<file path="config.mk">
export PLATFORM = sky130hd
export DESIGN_NAME = ppm_frame_scheduler
export DESIGN_NICKNAME = d
export VERILOG_FILES = /design/src/rtl/ppm_pkg.sv /design/src/rtl/ppm_byte_fifo.sv /design/src/rtl/ppm_frame_scheduler.sv
export SDC_FILE = /design/constraint.sdc
export NUM_CORES = 1
export LEC_CHECK = 0
export ABC_AREA = 0
export CAP_MARGIN = 20
export CORE_ASPECT_RATIO = 1.75
export CORE_MARGIN = 5
export CORE_UTILIZATION = 56
export DETAILED_ROUTE_END_ITERATION = 6
export PLACE_DENSITY_LB_ADDON = 0.12
export SLEW_MARGIN = 20
export SYNTH_ARGS = -nofsm -noshare
export SYNTH_HDL_FRONTEND = slang
export SYNTH_SLANG_ARGS = --single-unit
export TNS_END_PERCENT = 30
</file>
<file path="constraint.sdc">
create_clock -name clk -period 2.8 [get_ports clk]
set_clock_uncertainty 0.2 [all_clocks]
set_input_delay 0.56 -clock clk [delete_from_list [all_inputs] [get_ports clk]]
set_output_delay 0.56 -clock clk [all_outputs]
set_load 0.005 [all_outputs]
</file>
<file path="src/rtl/ppm_pkg.sv">
// Shared types and frame constants for the PPM byte scheduler and its FIFO.
package ppm_pkg;

   typedef enum logic [2:0] {
      IDLE,
      FLAG,
      DATA,
      END,
      GAP
   } ppm_sched_state_t;

   localparam logic PPM_FLAG_BIT  = 1'b0;
   localparam logic PPM_END_BIT   = 1'b1;
   localparam int   PPM_DATA_BITS = 8;

endpackage

</file>
<file path="src/rtl/ppm_byte_fifo.sv">
// Byte FIFO with registered full/empty/count flags and natural-wrap pointers.
module ppm_byte_fifo
   import ppm_pkg::*;
#(
   parameter int DEPTH = 4
) (
   input  logic                       clk,
   input  logic                       rst_n,
   input  logic                       push,
   input  logic                       pop,
   input  logic [PPM_DATA_BITS-1:0]   din,
   output logic [PPM_DATA_BITS-1:0]   dout,
   output logic                       full,
   output logic                       empty,
   output logic [$clog2(DEPTH):0]     count
);

   localparam int AW = $clog2(DEPTH);
   localparam int CW = AW + 1;
   localparam logic [CW-1:0] FULL_CNT = CW'(DEPTH);

   logic [PPM_DATA_BITS-1:0] mem_q [DEPTH];
   logic [AW-1:0]            wr_ptr_q;
   logic [AW-1:0]            rd_ptr_q;
   logic [CW-1:0]            count_q;
   logic [CW-1:0]            count_d;
   logic                     full_q;
   logic                     empty_q;
   logic                     do_push;
   logic                     do_pop;

   assign do_push = push && !full_q;
   assign do_pop  = pop && !empty_q;

   always_comb begin
      count_d = count_q;
      if (do_push && !do_pop) begin
         count_d = count_q + CW'(1);
      end else if (!do_push && do_pop) begin
         count_d = count_q - CW'(1);
      end
   end

   // Flags are registered from the next count so they are glitch-free outputs.
   always_ff @(posedge clk or negedge rst_n) begin
      if (!rst_n) begin
         wr_ptr_q <= '0;
         rd_ptr_q <= '0;
         count_q  <= '0;
         full_q   <= 1'b0;
         empty_q  <= 1'b1;
      end else begin
         if (do_push) wr_ptr_q <= wr_ptr_q + AW'(1);
         if (do_pop)  rd_ptr_q <= rd_ptr_q + AW'(1);
         count_q <= count_d;
         full_q  <= (count_d == FULL_CNT);
         empty_q <= (count_d == '0);
      end
   end

   always_ff @(posedge clk) begin
      if (do_push) mem_q[wr_ptr_q] <= din;
   end

   assign dout  = mem_q[rd_ptr_q];
   assign full  = full_q;
   assign empty = empty_q;
   assign count = count_q;

endmodule

</file>
<file path="src/rtl/ppm_frame_scheduler.sv">
// Serialises queued bytes as {flag 0, 8 data bits MSB-first, end 1} frames
// with an enforced idle gap, feeding ppm_encoder.Din.
module ppm_frame_scheduler
   import ppm_pkg::*;
#(
   parameter int DEPTH      = 4,
   parameter int BIT_CYCLES = 1,
   parameter int GAP_CYCLES = 10
) (
   input  logic                       clk,
   input  logic                       rst,
   input  logic                       en,
   input  logic [PPM_DATA_BITS-1:0]   in_data,
   input  logic                       in_valid,
   output logic                       in_ready,
   output logic                       ser_out,
   output logic                       frame_active,
   output logic [$clog2(DEPTH):0]     fifo_count,
   output logic [15:0]                frames_sent
);

   localparam int BCW = $clog2(BIT_CYCLES + 1);
   localparam int GCW = $clog2(GAP_CYCLES + 1);
   localparam logic [BCW-1:0] BIT_LAST = BCW'(BIT_CYCLES - 1);
   localparam logic [GCW-1:0] GAP_LAST = GCW'(GAP_CYCLES - 1);

   ppm_sched_state_t         state_q;
   logic [BCW-1:0]           bit_cnt_q;
   logic [GCW-1:0]           gap_cnt_q;
   logic [2:0]               bit_idx_q;
   logic [PPM_DATA_BITS-1:0] shift_q;
   logic                     ser_q;
   logic                     active_q;
   logic [15:0]              frames_q;

   logic                     push;
   logic                     pop;
   logic                     bit_last;
   logic                     fifo_full;
   logic                     fifo_empty;
   logic [PPM_DATA_BITS-1:0] fifo_dout;

   assign push     = in_valid && !fifo_full;
   assign pop      = (state_q == IDLE) && en && !fifo_empty;
   assign bit_last = (bit_cnt_q == BIT_LAST);

   ppm_byte_fifo #(
      .DEPTH (DEPTH)
   ) u_fifo (
      .clk   (clk),
      .rst_n (rst),
      .push  (push),
      .pop   (pop),
      .din   (in_data),
      .dout  (fifo_dout),
      .full  (fifo_full),
      .empty (fifo_empty),
      .count (fifo_count)
   );

   // Outputs are registered from the current state, so the line lags the FSM by one cycle.
   always_ff @(posedge clk or negedge rst) begin
      if (!rst) begin
         state_q   <= IDLE;
         bit_cnt_q <= '0;
         gap_cnt_q <= '0;
         bit_idx_q <= '0;
         ser_q     <= 1'b0;
         active_q  <= 1'b0;
         frames_q  <= '0;
      end else begin
         case (state_q)
            IDLE: begin
               ser_q     <= 1'b0;
               active_q  <= 1'b0;
               bit_cnt_q <= '0;
               if (pop) state_q <= FLAG;
            end
            FLAG: begin
               ser_q    <= PPM_FLAG_BIT;
               active_q <= 1'b1;
               if (bit_last) begin
                  bit_cnt_q <= '0;
                  bit_idx_q <= 3'(PPM_DATA_BITS - 1);
                  state_q   <= DATA;
               end else begin
                  bit_cnt_q <= bit_cnt_q + BCW'(1);
               end
            end
            DATA: begin
               ser_q    <= shift_q[PPM_DATA_BITS-1];
               active_q <= 1'b1;
               if (bit_last) begin
                  bit_cnt_q <= '0;
                  if (bit_idx_q == 3'd0) state_q <= END;
                  else                   bit_idx_q <= bit_idx_q - 3'd1;
               end else begin
                  bit_cnt_q <= bit_cnt_q + BCW'(1);
               end
            end
            END: begin
               ser_q    <= PPM_END_BIT;
               active_q <= 1'b1;
               if (bit_last) begin
                  bit_cnt_q <= '0;
                  gap_cnt_q <= '0;
                  frames_q  <= frames_q + 16'd1;
                  state_q   <= GAP;
               end else begin
                  bit_cnt_q <= bit_cnt_q + BCW'(1);
               end
            end
            GAP: begin
               ser_q    <= 1'b0;
               active_q <= 1'b0;
               if (gap_cnt_q == GAP_LAST) state_q <= IDLE;
               else                       gap_cnt_q <= gap_cnt_q + GCW'(1);
            end
            default: state_q <= IDLE;
         endcase
      end
   end

   always_ff @(posedge clk) begin
      if (pop) begin
         shift_q <= fifo_dout;
      end else if (state_q == DATA && bit_last) begin
         shift_q <= {shift_q[PPM_DATA_BITS-2:0], 1'b0};
      end
   end

   assign in_ready     = !fifo_full;
   assign ser_out      = ser_q;
   assign frame_active = active_q;
   assign frames_sent  = frames_q;

endmodule

</file>
==> flow_summary.ini, run 1 <==
[synthesis]
ys_async_sr_fraction_pct = 48.05
syn-mean-instance-area_sq_um = 13.33
synthDominantCellAreaShare_pct = 35.05
syn_nets = 280
ys_types = 48
synth_warnings = 0
synthTopCellsByArea = edfxtp_1 35%, dfrtp_1 26%, mux4_2 5.3%, xnor2_1 4.6%, ha_1 4.0%
syn_inst = 257
yosysSeqAreaShare_pct = 62.10
synth_flop_cell = edfxtp_1
synth_top_area_cell = edfxtp_1
synth_edf_count = 40
synth-seq-cells = 77
syn_area_sq_um = 3427

[power]
peakVddDrop_mv = 0.5669
power.leakage_nw = 1.629
p_total_mw = 3.960
cellPowerDensity_nw_per_um2 = 976.0

[cells_and_area]
layout.nets = 319
drive_above_1_share_pct = 12.33
multi_input_area_sq_um = 1207
ff_latch_area_sq_um = 2128
antennaDiodeCount = 0
area_growth_pct = 18.40
utilization_pct = 68.48
n_fill_cell = 464
fin_area_sq_um = 4058

[worst_setup_path]
cpPeakStageDelay_ns = 0.75
worst-path-max-fanout = 15
start_kind = flop
path_cells = or4b_1 > o2111ai_1 > o31a_2 > a21boi_1
cp.arrival_ns = 2.16
path_class = reg -> reg
cp-end-kind = flop
cp_data_required_time_ns = 2.83
slowest_stage = or4b_1
r2r_slack_ns = 0.67

[routing]
drc = 0
wl_per_cell_microns = 15.14
routed_wl_microns = 5723
drtIter0Drc = 116
ant_nets = 0
vias_per_cell = 5.463
first_pass_iters = 4
vias = 2065

[global_route]
grtUsageTotal_pct = 15.83
antenna_found_initial = 0
grt_pass1_vias = 2021
grt_max_degree = 38
overflow = 0
grt_pass1_wl_microns = 9522

[die]
core-area_sq_um = 5926
initial_core_util_pct = 57.83
dieHeight_microns = 113.5
num_rows = 37
design.die.area_sq_um = 7846
ios = 34
die_w_microns = 69.14

[clock_network]
path_clk_slew_ns = 0.07
hold_buffers = 0
cts_buffer_depth = 2
cts_made_buffers = 9
numClockSinks = 77
post_cts_buffers = 0
h-tree-depth = 3
cts_resized = 0
clkLatencyLatePin_ns = 0.35
root_buffer = clkbuf_8
cts_tree = yes

[place]
gp_congestion = 0.8131
dp_hpwl_microns = 4176
numPortBuffers = 33
place_area_sq_um = 3834

[timing]
setup_viol_count_final = 0
timing.hold.ws_ns = 0.1293
timing.setup.tns_ns = 0
fmax_ghz = 0.4692
max_slew_margin_pct = 42.72
rsz0062_at_grt = no
period_needed_ns = 2.131
fin_crit_sh_pct = 76.12
hold_viol = 0
worstMarginPinSlew_ns = 0.8592
maxSlewViolCount = 0

[flow_run]
cap_violations = 0

[status]
status = complete, no violations

[worst_hold_path]
hp-class = in -> async
logic make-up after synthesis:
group	count (synthesis)	synth area share [%]
muxes	11	6.170
AOI/OAI and AO/OA	24	5.185
xor gates and xnor gates	22	5.622
and+or+nand+nor	90	14.24
buffers and inverters	22	2.665
adders and majority gates	11	4.016
DFF	77	62.10
final timing paths:
| check | startpoint | end | depth (start not counted) |
|---|---|---|---|
| worst max register to register | state_q[0] | u_fifo.full | 4 |
| worst min register to register | frames_sent[15] | frames_sent[15] | 1 |
| worst max-delay path | state_q[0] | u_fifo.full | 4 |
| min in group clk | frames_sent[15] | frames_sent[15] | 1 |
| worst min-delay path | rst | state_q[0] | 1 |
| max in group asynchronous | rst | frames_sent[5] | 1 |
synthesized netlist by cell type (2+ instances only):
library cell / number
edfxtp_1: 40
dfrtp_1: 36
nand2_1: 34
xnor2_1: 18
inv_1: 14
ha_1: 11
nor2_1: 10
nand3_1: 9
mux4_2: 8
nand4_1: 8
o21ai_0: 6
clkbuf_1: 5
a21oi_1: 4
and2_1: 4
xor2_1: 4
and3_1: 3
nand2b_1: 3
nand3b_1: 3
nor3_1: 3
a2bb2oi_1: 2
buf_4: 2
mux2i_1: 2
nor3b_1: 2
nor4_1: 2
placed cells by master (no fill, tap or decap), types with 4 or more instances in the layout:
cell             count
clkbuf_8            11
and2_1               4
mux4_2               8
xor2_1               4
nand4_1              8
a21oi_1              4
clkdlybuf4s50_1     32
ha_1                11
edfxtp_1            40
nand2_1             34
nor2_1              10
xnor2_1             18
inv_1               14
o21ai_0              6
nand3_1              9
dfrtp_1             36
critical path: cells and delay by family, from the launching register on:
kind            cells  cell delay, ns
simple gates        1            0.75
compound gates      3            0.50
flops               1            0.57
sequential cells by signal, summed over array words and instances (netlist names):
name and flops:
gap_cnt_q 4, u_fifo.wr_ptr_q 2, state_q 3, shift_q 8, ser_out 1, u_fifo.count 3, frame_active 1, bit_idx_q 3
u_fifo.mem_q 32, u_fifo.full 1, frames_sent 16, u_fifo.empty 1, u_fifo.rd_ptr_q 2
cell type report:
cell class	instances	area share [%]
Inverter	14	1.295
Multi-Input combinational cell	158	29.76
Clock buffer	12	3.824
Clock inverter	3	1.696
Sequential cell	77	52.45
Timing Repair Buffer	36	8.572
Tap cell	78	2.405
stage by stage:
step	setup WS [ns]	std cells
floorplan	0.7576	257
global placement	0.3265	363
detailed placement	0.3121	363
CTS	0.6515	378
global route	0.5852	378
finish	0.6687	378
routing by layer:
layer | vias up | global-route usage (%) | wire length (microns)
li1 | 1008 | - | -
met1 | 1013 | 16.15 | 2239
met2 | 35 | 27.93 | 3104
met3 | 9 | 4.145 | 207
met4 | 0 | 10.82 | 172
met5 | - | 0 | 0
power breakdown:
| part | total [mW] | leakage [nW] | internal, mW | switching (mW) |
|---|---|---|---|---|
| sequential | 1.88 | 0.841 | 1.56 | 0.318 |
| combinational | 1.16 | 0.676 | 0.611 | 0.546 |
| clock | 0.927 | 0.113 | 0.548 | 0.379 |
(Power assumes the default switching activity.)
==> run 2, diff against run 1 <==
==> constraint.sdc (replaced) <==
create_clock -name clk -period 2.2 [get_ports clk]
set_clock_uncertainty 0.2 [all_clocks]
set_input_delay 0.44 -clock clk [delete_from_list [all_inputs] [get_ports clk]]
set_output_delay 0.44 -clock clk [all_outputs]
set_load 0.005 [all_outputs]
==> run 2 against run 1 <==
Compared with the run above:
- critical path depth rose by 2
- clock-buffer cell count fell by 2
- die area did not move
- maximum frequency rose by 6.0%
- wire length rose by 3.4%
- power rose by 32%
- sequential share of layout area fell by 2.1 points
- non-clock buffer count rose by 15
- setup slack got worse by 0.48 ns
- worst hold slack improved by 0.14 ns
- global-route usage rose by 1.3 points
==> flow_summary.ini, run 2 (synthesis results as in run 1) <==
[routing]
wl_per_cell_microns = 15.02
vias_per_cell = 5.320
first_pass_iters = 4
ant_nets = 0
drtIter0Drc = 100
drc = 0
vias = 2096
routed_wl_microns = 5916

[global_route]
antenna_found_initial = 0
grt_pass1_vias = 2230
grt_util_met2_pct = 30.68
grtUsageTotal_pct = 17.11
grt_max_degree = 38
met3_usage_pct = 5.203
grt.busiest_layer = met2
met1_usage_pct = 18.87
grt_pass1_wl_microns = 10540
overflow = 0

[worst_setup_path]
r2r_start = u_fifo.count[0]
path_class = reg -> reg
r2r_slack_ns = 0.19
start_kind = flop
r2r-end = u_fifo.full
cp.arrival_ns = 2.08
cp_data_required_time_ns = 2.26
worst-path-max-fanout = 5
cp-end-kind = flop
r2r_cells = 6

[place]
numPortBuffers = 33
dp_hpwl_microns = 4360
gp_congestion = 0.8081
dp_worst_setup_slack_ns = -0.1333

[timing]
worstMarginPinSlew_ns = 0.4734
setup_viol_count_final = 0
fmax_ghz = 0.4972
max_slew_margin_pct = 68.44
setup_slack_ns = 0.1886
period_needed_ns = 2.011
fin_crit_sh_pct = 91.43
timing.setup.tns_ns = 0
rsz0062_at_grt = no
hold_viol = 0
maxSlewViolCount = 0

[cells_and_area]
largest_register_ffs = 32
largest-register = u_fifo.mem_q
utilization_pct = 71.30
multi_input_area_sq_um = 1207
area_growth_pct = 23.29
layout.nets = 334
drive_above_1_share_pct = 16.14
n_fill_cell = 460
antennaDiodeCount = 0
final_common_cell = edfxtp_1
final_cell_mix = 40 x edfxtp_1, 36 x dfrtp_1, 34 x nand2_1, 32 x clkdlybuf4s50_1, 18 x xnor2_1
ff_latch_area_sq_um = 2128

[clock_network]
numClockSinks = 77
cts_made_buffers = 9
cts_tree = yes
path_clk_slew_ns = 0.08
h-tree-depth = 3
post_cts_buffers = 0
clkLatencyLatePin_ns = 0.34
cts_buffer_depth = 2
root_buffer = clkbuf_8

[worst_hold_path]
hp-class = reg -> reg
whs_path_depth = 1
hp-start = frames_sent[15]
holdPathEnd = frames_sent[15]

[die]
initial_core_util_pct = 57.83
ios = 34
die_w_microns = 69.14
num_rows = 37
dieHeight_microns = 113.5
design.die.area_sq_um = 7846
core-area_sq_um = 5926

[power]
p_total_mw = 5.208
cellPowerDensity_nw_per_um2 = 1233
power.leakage_nw = 1.714
peakVddDrop_mv = 0.8235

[status]
status = complete, no violations

[flow_run]
cap_violations = 0
-- run 2: changes by cell type in the layout (fill, tap and decap cells not counted) --
cell | previous run | this run
buf_12 | 0 | 5
dlygate4sd3_1 | 0 | 1
clkinv_2 | 0 | 1
buf_4 | 3 | 12
clkbuf_8 | 11 | 9
inv_6 | 0 | 1
clkinv_1 | 0 | 1
-- run 2: worst max-delay path by stage --
stage,endpoint,from,cells past startpoint,slack (ns)
global route,u_fifo.full,u_fifo.count[0],6,0.008
CTS,fifo_count[0],u_fifo.count[0],1,0.20
floorplan,shift_q[0],state_q[0],4,0.18
detailed placement,u_fifo.full,en,5,-0.13
global placement,u_fifo.full,en,5,-0.12
finish,u_fifo.full,u_fifo.count[0],6,0.19
-- run 2: critical path, stage by stage, from the launching register on --
cell	delay, ns
dfrtp_1	0.45
inv_1	0.13
ha_1	0.14
nor4bb_1	0.36
a31oi_1	0.15
a221oi_2	0.32
a21boi_1	0.19
-- run 2: stage by stage --
step	area, sq um	instances	hold WS [ns]
after floorplan	3427	257	-0.05559
after global placement	4001	377	0.2643
after detailed placement	4001	377	0.2640
after CTS	4225	394	0.2787
after global routing	4225	394	0.2950
final	4225	394	0.2715
-- run 2: area by class of cell --
class,count,share of cell area (%)
Inverter,14,1.244
Clock inverter,6,2.043
Tap cell,78,2.310
Sequential cell,77,50.37
Timing Repair Buffer,51,12.44
Clock buffer,10,3.020
Multi-Input combinational cell,158,28.58
-- run 2: routing by layer --
layer / wire [microns] / up-vias / share of wire [%]
li1: - / 1028 / -
met1: 2290 / 1027 / 39
met2: 3309 / 33 / 56
met3: 210 / 8 / 3.5
met4: 105 / 0 / 1.8
met5: 0 / - / 0
-- run 2: report_power, final --
group          internal [mW]  leakage (nW)  switching (mW)
Combinational          0.950         0.765           0.817
Clock                  0.639         0.108           0.493
Sequential              1.98         0.841           0.327
Total                   3.57          1.71            1.64
-- run 2: repair_timing --
action                                  CTS  global route
hold buffers                              1             0
endpoints found under the setup margin    0             0
gates resized for setup                   0             0
hold endpoints to repair                 36             0
==> run 3, diff against run 2 <==
--- a/config.mk
+++ b/config.mk
@@ -11,7 +11,7 @@
 export CORE_MARGIN = 5
 export CORE_UTILIZATION = 56
 export DETAILED_ROUTE_END_ITERATION = 6
-export PLACE_DENSITY_LB_ADDON = 0.12
+export PLACE_DENSITY_LB_ADDON = 0.25
 export SLEW_MARGIN = 20
 export SYNTH_ARGS = -nofsm -noshare
 export SYNTH_HDL_FRONTEND = slang
==> run 3 against run 2 <==
Compared with the run above:
- final cell count is 0.51% lower
- critical path depth stayed put
- sequential power is 2% lower
- die area stayed put
- power is 3.9% lower
- global-route usage is 0.63 points higher
- maximum frequency is 0.21% higher
- via count is 2.1% higher
- core utilization is 1.2 points lower
- combinational power hardly changed
- first-iteration DRC count is 3.0% lower
- clock power is 17% lower
- critical endpoint unchanged
- largest cell class unchanged
- highest routed layer unchanged
==> flow_summary.ini, run 3 (synthesis results as in run 1) <==
[status]
status = complete, no violations

[power]
clock_power_share_pct = 18.8
p_comb_share_pct = 35.9
peakVddDrop_mv = 0.6728
power.leakage_nw = 1.673
seq_power_share_pct = 45.3
power.share.switching_pct = 33.83
cellPowerDensity_nw_per_um2 = 1204
p_int_mw = 3.311
p_switching_mw = 1.693

[global_route]
grt_pass1_wl_microns = 10780
grt_max_degree = 38
grt_util_met2_pct = 31.82
met1_usage_pct = 18.24
grt.busiest_layer = met2
overflow = 0
grt_pass1_vias = 2296
met3_usage_pct = 5.556
grtUsageTotal_pct = 17.74
antenna_found_initial = 0

[timing]
maxSlewViolCount = 0
max_slew_margin_pct = 68.11
hold_viol = 0
fmax_ghz = 0.4982
setup_viol_count_final = 0
setup_slack_ns = 0.1928
period_needed_ns = 2.007
fin_crit_sh_pct = 91.23
worstMarginPinSlew_ns = 0.4784
rsz0062_at_grt = no

[routing]
drc = 0
vias_per_cell = 5.462
drtIter0Drc = 97
ant_nets = 0
first_pass_iters = 4
vias = 2141
routed_wl_microns = 6103
wl_per_cell_microns = 15.57

[die]
dieHeight_microns = 113.5
core-area_sq_um = 5926
initial_core_util_pct = 57.83
num_rows = 37
ios = 34
die_w_microns = 69.14
design.die.area_sq_um = 7846

[clock_network]
cts_tree = yes
numClockSinks = 77
cts_resized = 0
h-tree-depth = 3
root_buffer = clkbuf_8
clkLatencyLatePin_ns = 0.36
path_clk_slew_ns = 0.08
cts_made_buffers = 9
cts_buffer_depth = 2

[place]
place_area_sq_um = 3974
dp_worst_setup_slack_ns = -0.1854
gp_congestion = 0.7816
dp_hpwl_microns = 4523
numPortBuffers = 33

[worst_setup_path]
slowest_stage = dfrtp_1
path_buf_inv = 1
path_class = reg -> reg
cp_data_required_time_ns = 2.28
cp-end-kind = flop
worst-path-max-fanout = 5
cp.arrival_ns = 2.08
cp_top_family = compound AO/OA/AOI/OAI gates
path_cells = inv_1 > ha_1 > nor4bb_1 > a31oi_1 > a221oi_2 > a21boi_1
start_kind = flop
cpPeakStageDelay_ns = 0.46

[cells_and_area]
final_cell_mix = 40 x edfxtp_1, 36 x dfrtp_1, 34 x nand2_1, 32 x clkdlybuf4s50_1, 18 x xnor2_1
drive_above_1_share_pct = 15.92
fin_area_sq_um = 4156
n_fill_cell = 468
antennaDiodeCount = 0
final_common_cell = edfxtp_1
utilization_pct = 70.14
layout.nets = 332
largest_register_ffs = 32
largest-register = u_fifo.mem_q
area_growth_pct = 21.29

[flow_run]
cap_violations = 0

[worst_hold_path]
hp-class = reg -> reg
-- run 3: changes by cell type in the layout (fill, tap and decap cells not counted), sizes merged --
cell	previous run	this run
buf	18	16
clkinv	3	2
clkinvlp	0	3
clkbuf	10	9
bufinv	2	0
inv	15	16
-- run 3: metrics by stage --
step                total power, mW  setup TNS, ns  hold slack [ns]  std cells
floorplan                     3.418              0         -0.05559        257
global placement              4.044        -0.7802           0.2618        375
detailed placement            4.126         -1.450           0.2700        375
CTS                           5.063              0           0.2813        392
global route                  5.386              0           0.3124        392
finish                        5.005              0           0.2748        392
-- run 3: per-layer routing --
metal | vias up | routed length, microns | share of wire [%]
met5 | - | 0 | 0
met3 | 11 | 258 | 4.2
met2 | 39 | 3469 | 57
met4 | 0 | 151 | 2.5
met1 | 1057 | 2224 | 36
li1 | 1034 | - | -
-- run 3: final timing paths --
path / startpoint / end / slack (ns) / cells past startpoint
hold reg to reg: frames_sent[15] / frames_sent[15] / 0.27 / 1
hold / removal: frames_sent[15] / frames_sent[15] / 0.27 / 1
setup / recovery: u_fifo.count[0] / u_fifo.full / 0.19 / 6
setup reg to reg: u_fifo.count[0] / u_fifo.full / 0.19 / 6
max in group asynchronous: rst / u_fifo.empty / 0.99 / 3
min in group asynchronous: rst / gap_cnt_q[2] / 0.45 / 3
-- run 3: layout make-up --
cell class / count / area, sq um / area share (%)
Tap cell: 78 / 97.59 / 2.348
Inverter: 14 / 52.55 / 1.264
Timing Repair Buffer: 49 / 498.0 / 11.98
Clock buffer: 9 / 123.9 / 2.980
Sequential cell: 77 / 2128 / 51.20
Clock inverter: 7 / 48.80 / 1.174
Multi-Input combinational cell: 158 / 1207 / 29.05
-- run 3: timing repair --
action / CTS / global route
buffers inserted: 0 / 0
hold endpoints to repair: 36 / 0
hold buffers: 1 / 0
-- run 3: power by group through the flow --
stage          Sequential, mW  Clock (mW)  Combinational (mW)
6_report                 2.27       0.941                1.79
5_1_grt                  2.32        1.05                2.02
4_1_cts                  2.27       0.960                1.83
3_5_place_dp             2.30           0                1.82
3_3_place_gp             2.28           0                1.76
2_1_floorplan            2.21           0                1.21
